<file path="config.mk">
export PLATFORM = sky130hd
export DESIGN_NAME = demux_1to4_stream
export DESIGN_NICKNAME = d
export VERILOG_FILES = /design/src/rtl/demux_pkg.sv /design/src/rtl/demux_slot.sv /design/src/rtl/demux_1to4_stream.sv
export SDC_FILE = /design/constraint.sdc
export NUM_CORES = 1
export LEC_CHECK = 0
export BUFFER_PORTS_ARGS = -buffer_cell sky130_fd_sc_hd__buf_2
export CAP_MARGIN = 0
export CORE_MARGIN = 3
export CORE_UTILIZATION = 40
export DETAILED_ROUTE_END_ITERATION = 7
export PLACE_DENSITY = 0.67
export SLEW_MARGIN = 10
export SYNTH_ARGS = -nofsm -noshare
export SYNTH_HDL_FRONTEND = slang
export SYNTH_HIERARCHICAL = 1
export SYNTH_SLANG_ARGS = --single-unit
export TNS_END_PERCENT = 100
</file>
<file path="constraint.sdc">
create_clock -name clk -period 3.3 [get_ports clk]
set_input_delay 0.99 -clock clk [delete_from_list [all_inputs] [get_ports clk]]
set_output_delay 0.99 -clock clk [all_outputs]
set_load 0.03 [all_outputs]
</file>
<file path="src/rtl/demux_pkg.sv">
// ============================================================================
// Module  : demux_pkg
// Brief   : Shared channel-select encodings and default widths for the
//           1-to-4 stream demultiplexer.
// Rev     : 1.0  initial release
// ============================================================================
`default_nettype none

package demux_pkg;

    // Same {s0,s1} encoding as the 4:1 mux this block mirrors.
    localparam logic [1:0] CH_A = 2'b00;
    localparam logic [1:0] CH_B = 2'b01;
    localparam logic [1:0] CH_C = 2'b10;
    localparam logic [1:0] CH_D = 2'b11;

    localparam int DEFAULT_WIDTH = 2;
    localparam int DEFAULT_CNT_W = 8;

endpackage

`default_nettype wire

</file>
<file path="src/rtl/demux_slot.sv">
// ============================================================================
// Module  : demux_slot
// Brief   : One-entry valid/ready holding slot; a push on the same edge as a
//           pop keeps the slot full. Optional pop counter under DEMUX_CNT_EN.
// Rev     : 1.0  initial release
// ============================================================================
`default_nettype none

module demux_slot
    import demux_pkg::*;
#(
    parameter int WIDTH = DEFAULT_WIDTH
`ifdef DEMUX_CNT_EN
    ,
    parameter int CNT_W = DEFAULT_CNT_W
`endif
) (
    input  logic             clk,
    input  logic             rst,
    input  logic             i_push,
    input  logic             i_ready,
    input  logic [WIDTH-1:0] i_data,
    output logic [WIDTH-1:0] o_data,
    output logic             o_valid
`ifdef DEMUX_CNT_EN
    ,
    output logic [CNT_W-1:0] o_cnt
`endif
);

    logic [WIDTH-1:0] r_data;
    logic             r_valid;
    logic             w_pop;

    assign w_pop   = r_valid && i_ready;
    assign o_data  = r_data;
    assign o_valid = r_valid;

    always_ff @(posedge clk) begin
        if (rst) begin
            r_valid <= 1'b0;
            r_data  <= '0;
        end else if (i_push) begin
            r_valid <= 1'b1;
            r_data  <= i_data;
        end else if (w_pop) begin
            r_valid <= 1'b0;
        end
    end

`ifdef DEMUX_CNT_EN
    logic [CNT_W-1:0] r_cnt;

    always_ff @(posedge clk) begin
        if (rst) begin
            r_cnt <= '0;
        end else if (w_pop) begin
            r_cnt <= r_cnt + 1'b1;
        end
    end

    assign o_cnt = r_cnt;
`endif

endmodule

`default_nettype wire

</file>
<file path="src/rtl/demux_1to4_stream.sv">
// ============================================================================
// Module  : demux_1to4_stream
// Brief   : Registered 1-to-4 stream demux with per-channel one-entry slots and
//           a sticky select-change flag. DEMUX_CNT_EN adds pop counters.
// Rev     : 1.0  initial release
// ============================================================================
`default_nettype none

module demux_1to4_stream
    import demux_pkg::*;
#(
    parameter int WIDTH = DEFAULT_WIDTH
`ifdef DEMUX_CNT_EN
    ,
    parameter int CNT_W = DEFAULT_CNT_W
`endif
) (
    input  logic             clk,
    input  logic             rst,
    input  logic [WIDTH-1:0] in_data,
    input  logic             s0,
    input  logic             s1,
    input  logic             in_valid,
    output logic             in_ready,
    output logic [WIDTH-1:0] a,
    output logic [WIDTH-1:0] b,
    output logic [WIDTH-1:0] c,
    output logic [WIDTH-1:0] d,
    output logic             a_valid,
    output logic             b_valid,
    output logic             c_valid,
    output logic             d_valid,
    input  logic             a_ready,
    input  logic             b_ready,
    input  logic             c_ready,
    input  logic             d_ready,
    output logic             sel_err
`ifdef DEMUX_CNT_EN
    ,
    output logic [CNT_W-1:0] cnt_a,
    output logic [CNT_W-1:0] cnt_b,
    output logic [CNT_W-1:0] cnt_c,
    output logic [CNT_W-1:0] cnt_d
`endif
);

    logic [1:0]            w_sel;
    logic [3:0]            w_push;
    logic [3:0]            w_valid;
    logic [3:0]            w_ready;
    logic [3:0][WIDTH-1:0] w_data;
    logic [1:0]            r_prev_sel;
    logic                  r_prev_stall;
    logic                  r_sel_err;
`ifdef DEMUX_CNT_EN
    logic [3:0][CNT_W-1:0] w_cnt;
`endif

    assign w_sel    = {s0, s1};
    assign w_ready  = {d_ready, c_ready, b_ready, a_ready};
    assign in_ready = !w_valid[w_sel] || w_ready[w_sel];

    always_comb begin
        w_push = '0;
        if (in_valid && in_ready) begin
            w_push[w_sel] = 1'b1;
        end
    end

    for (genvar k = 0; k < 4; k++) begin : g_slot
        demux_slot #(
            .WIDTH (WIDTH)
`ifdef DEMUX_CNT_EN
            ,
            .CNT_W (CNT_W)
`endif
        ) u_slot (
            .clk     (clk),
            .rst     (rst),
            .i_push  (w_push[k]),
            .i_ready (w_ready[k]),
            .i_data  (in_data),
            .o_data  (w_data[k]),
            .o_valid (w_valid[k])
`ifdef DEMUX_CNT_EN
            ,
            .o_cnt   (w_cnt[k])
`endif
        );
    end

    // A stalled producer must hold its select; moving it flags a violation
    // but routing still follows the live select.
    always_ff @(posedge clk) begin
        if (rst) begin
            r_prev_stall <= 1'b0;
            r_prev_sel   <= CH_A;
            r_sel_err    <= 1'b0;
        end else begin
            r_prev_stall <= in_valid && !in_ready;
            r_prev_sel   <= w_sel;
            if (in_valid && r_prev_stall && (w_sel != r_prev_sel)) begin
                r_sel_err <= 1'b1;
            end
        end
    end

    assign sel_err = r_sel_err;

    assign a       = w_data[CH_A];
    assign b       = w_data[CH_B];
    assign c       = w_data[CH_C];
    assign d       = w_data[CH_D];
    assign a_valid = w_valid[CH_A];
    assign b_valid = w_valid[CH_B];
    assign c_valid = w_valid[CH_C];
    assign d_valid = w_valid[CH_D];

`ifdef DEMUX_CNT_EN
    assign cnt_a = w_cnt[CH_A];
    assign cnt_b = w_cnt[CH_B];
    assign cnt_c = w_cnt[CH_C];
    assign cnt_d = w_cnt[CH_D];
`endif

endmodule

`default_nettype wire

</file>
==> flow_summary.yaml <==
global_route:
  grt_max_degree: 17
  grt_pass1_vias: 438
  antenna_found_initial: 0
  gr-total-overflow: 0
  grt_util_all_layers_pct: 12.24
  grt_pass1_wl_um: 1821
drt:
  vias: 500
  postRouteAntennaNets: 0
  highest_layer: "met3"
  dr_wl_met3_um: 80
  avgRoutedWirePerCell_um: 11.15
  wl_met1_um: 565
  finalWirelength_um: 1171
  firstDrtPassIters: 1
  drt_iter0_drc: 0
  drcViolationCount: 0
  post_drt_via_cell_ratio: 4.762
  dr_wl_met2_um: 525
worst_setup_path:
  crit_top_cell: "buf_2"
  crit_chain: "buf_2 > nand2b_1 > mux4_2 > buf_2"
  r2r_slack_ns: 2.14
  crit_required_ns: 2.31
  cp-start-kind: "input pin"
  worst-setup-path-type: "in2out"
  cp-end-kind: "output port"
  crit_arrival_ns: 1.92
  slowest_stage: "mux4_2"
  cp_max_fo: 2
  slowest_delay_ns: 0.48
floorplan:
  rows: 13
  io-pin-count: 25
  start_util_pct: 46.15
  dieArea_um2: 2154
  coreArea_um2: 1415
  die_h_um: 46.41
  die_w_um: 46.41
sta:
  worst_pin_slew_ns: 0.2947
  setup_tns_ns: 0
  hold_violations: 0
  post-route-period-util_pct: 88.25
  grt_setup_unrepaired: "false"
  fmax_ghz: 0.3434
  fin_ws_ns: 0.3879
  slew_headroom_pct: 80.36
  drv_slew: 0
  setup_viol: 0
  finClkSkew_ns: 0.003609
  post-route-min-period_ns: 2.912
pwr:
  p_sw_uw: 90.37
  vdd_ir_drop_max_mv: 0.2313
  p_int_uw: 286.6
  power_frac_seq_pct: 53.9
  p_sw_share_pct: 23.97
  leakagePower_nw: 0.3672
  pwr-share-comb_pct: 12.9
  power_per_cell_area_nw_per_um2: 455.2
  p_clk_share_pct: 33.2
clock_tree:
  cts_tree: "yes"
  cts.htree.levels: 1
  ctsHoldBuffers: 0
  worstSkewPairLatency_ns: 0.28
  clockRootBuffer: "clkbuf_4"
  post_cts_resized: 0
  path_clk_slew_ns: 0.09
  clock_path_buffers: 2
  post-cts-setup-buffers: 0
  clkSinkCount: 16
  cts_buffers: 3
yosys:
  syn_area_um2: 653.1
  yosysMostFrequentCell: "dfxtp_1"
  synth_area_per_cell_um2: 10.53
  synth_edf_count: 0
  yosys-top-cells-area: "dfxtp_1 49%, mux2i_1 12%, nand2b_1 5.7%"
  ys.warnings.count: 6
  ys_ff_latch: 16
  synth-async-reset-ratio_pct: 0
  synth_ff_type: "dfxtp_1"
  synth_common_cells: "16 x dfxtp_1, 9 x nor2_1, 8 x mux2i_1"
  synth_top_area_share_pct: 49.04
  ys_seq_area_share_pct: 49.04
  synthCells: 62
  synth.largest_area_cell: "dfxtp_1"
  synthDistinctLibCells: 16
  synth_fp_nets: 73
finish:
  drive_above_1_share_pct: 37.78
  diodes: 0
  area_growth_pct: 26.82
  nFillCells: 125
  fin_nets: 102
run:
  max_cap_viol_count: 0
place:
  gp_congestion: 0.7428
  dp_hpwl_um: 901.8
  port_buffers: 24
  pre_cts_slack_ns: 0.3914
outcome:
  status: "complete, no violations"
hold_path:
  min_path_type: "reg2reg"
[routing by layer]
| layer | track usage (%) | up-vias |
|---|---|---|
| met5 | 0 | - |
| met4 | 6.818 | 0 |
| met3 | 4.688 | 0 |
| met2 | 17.03 | 17 |
| met1 | 15.93 | 218 |
| li1 | - | 265 |
[sequential cells by signal (all words and copies together) (netlist names)]
name                   flops
g_slot.u_slot/o_data       8
r_prev_sel                 2
g_slot.u_slot/o_valid      4
sel_err                    1
r_prev_stall               1
[worst paths after layout]
kind,startpoint,to,cells after the start
setup / recovery,a_ready,in_ready,4
hold / removal,sel_err,sel_err,2
setup reg to reg,g_slot[1].u_slot/o_valid,r_prev_stall,3
hold reg to reg,sel_err,sel_err,2
[cell type report]
type	instances	area, um2	share of cell area (%)
flip-flops and latches	16	320.3	38.67
multi-input cells	41	314.1	37.92
repair buffers	24	120.1	14.50
clock buffers	4	36.28	4.381
inverters	5	18.77	2.266
well taps	15	18.77	2.266
[per-stage QoR]
| step | hold slack (ns) | total power, mW | cell area, um2 | std cells | utilization (%) |
|---|---|---|---|---|---|
| 2_1_floorplan | 0.4480 | 0.2369 | 653.1 | 62 | - |
| 3_3_place_gp | 0.4299 | 0.2563 | 792.0 | 101 | 55.97 |
| 3_5_place_dp | 0.4378 | 0.2570 | 792.0 | 101 | 55.97 |
| 4_1_cts | 0.4523 | 0.3852 | 828.3 | 105 | 58.53 |
| 5_1_grt | 0.4903 | 0.3983 | 828.3 | 105 | 58.53 |
| 6_report | 0.4459 | 0.3770 | 828.3 | 105 | 58.53 |
[power groups by stage]
stage / registers (mW) / clock network (mW) / logic, mW
finish: 0.203 / 0.125 / 0.0486
global route: 0.204 / 0.141 / 0.0528
CTS: 0.203 / 0.133 / 0.0492
detailed placement: 0.208 / 0 / 0.0491
global placement: 0.208 / 0 / 0.0486
floorplan: 0.218 / 0 / 0.0186
[worst max-delay path: cells and delay by family]
family                 cells  cell delay (ns)
muxes                      1             0.48
buffers and inverters      2             0.30
and+or+nand+nor            1             0.15
[cell families (layout without fill, tap and decap cells)]
family	count (synthesis)	count (layout)	synth area share (%)
and+or+nand+nor	24	24	24.71
DFF	16	16	49.04
muxes	9	9	15.71
AOI/OAI and AO/OA	6	6	4.981
buffers and inverters	5	33	2.874
xor gates and xnor gates	2	2	2.682
[layout by cell type (no fill, tap or decap)]
master and n:
nor2b_1 2, and4_2 1, inv_1 5, and4b_1 1, nor2_1 9, clkbuf_4 3, mux4_2 1, mux2i_1 8
nand2b_4 2, a21oi_1 5, buf_2 24, xor2_1 2, nand3_1 1, and4bb_2 1, clkbuf_8 1, nor3b_2 1
nand2b_1 6, o211ai_1 1, dfxtp_1 16
Note: power is estimated with default switching activity, not from simulation.
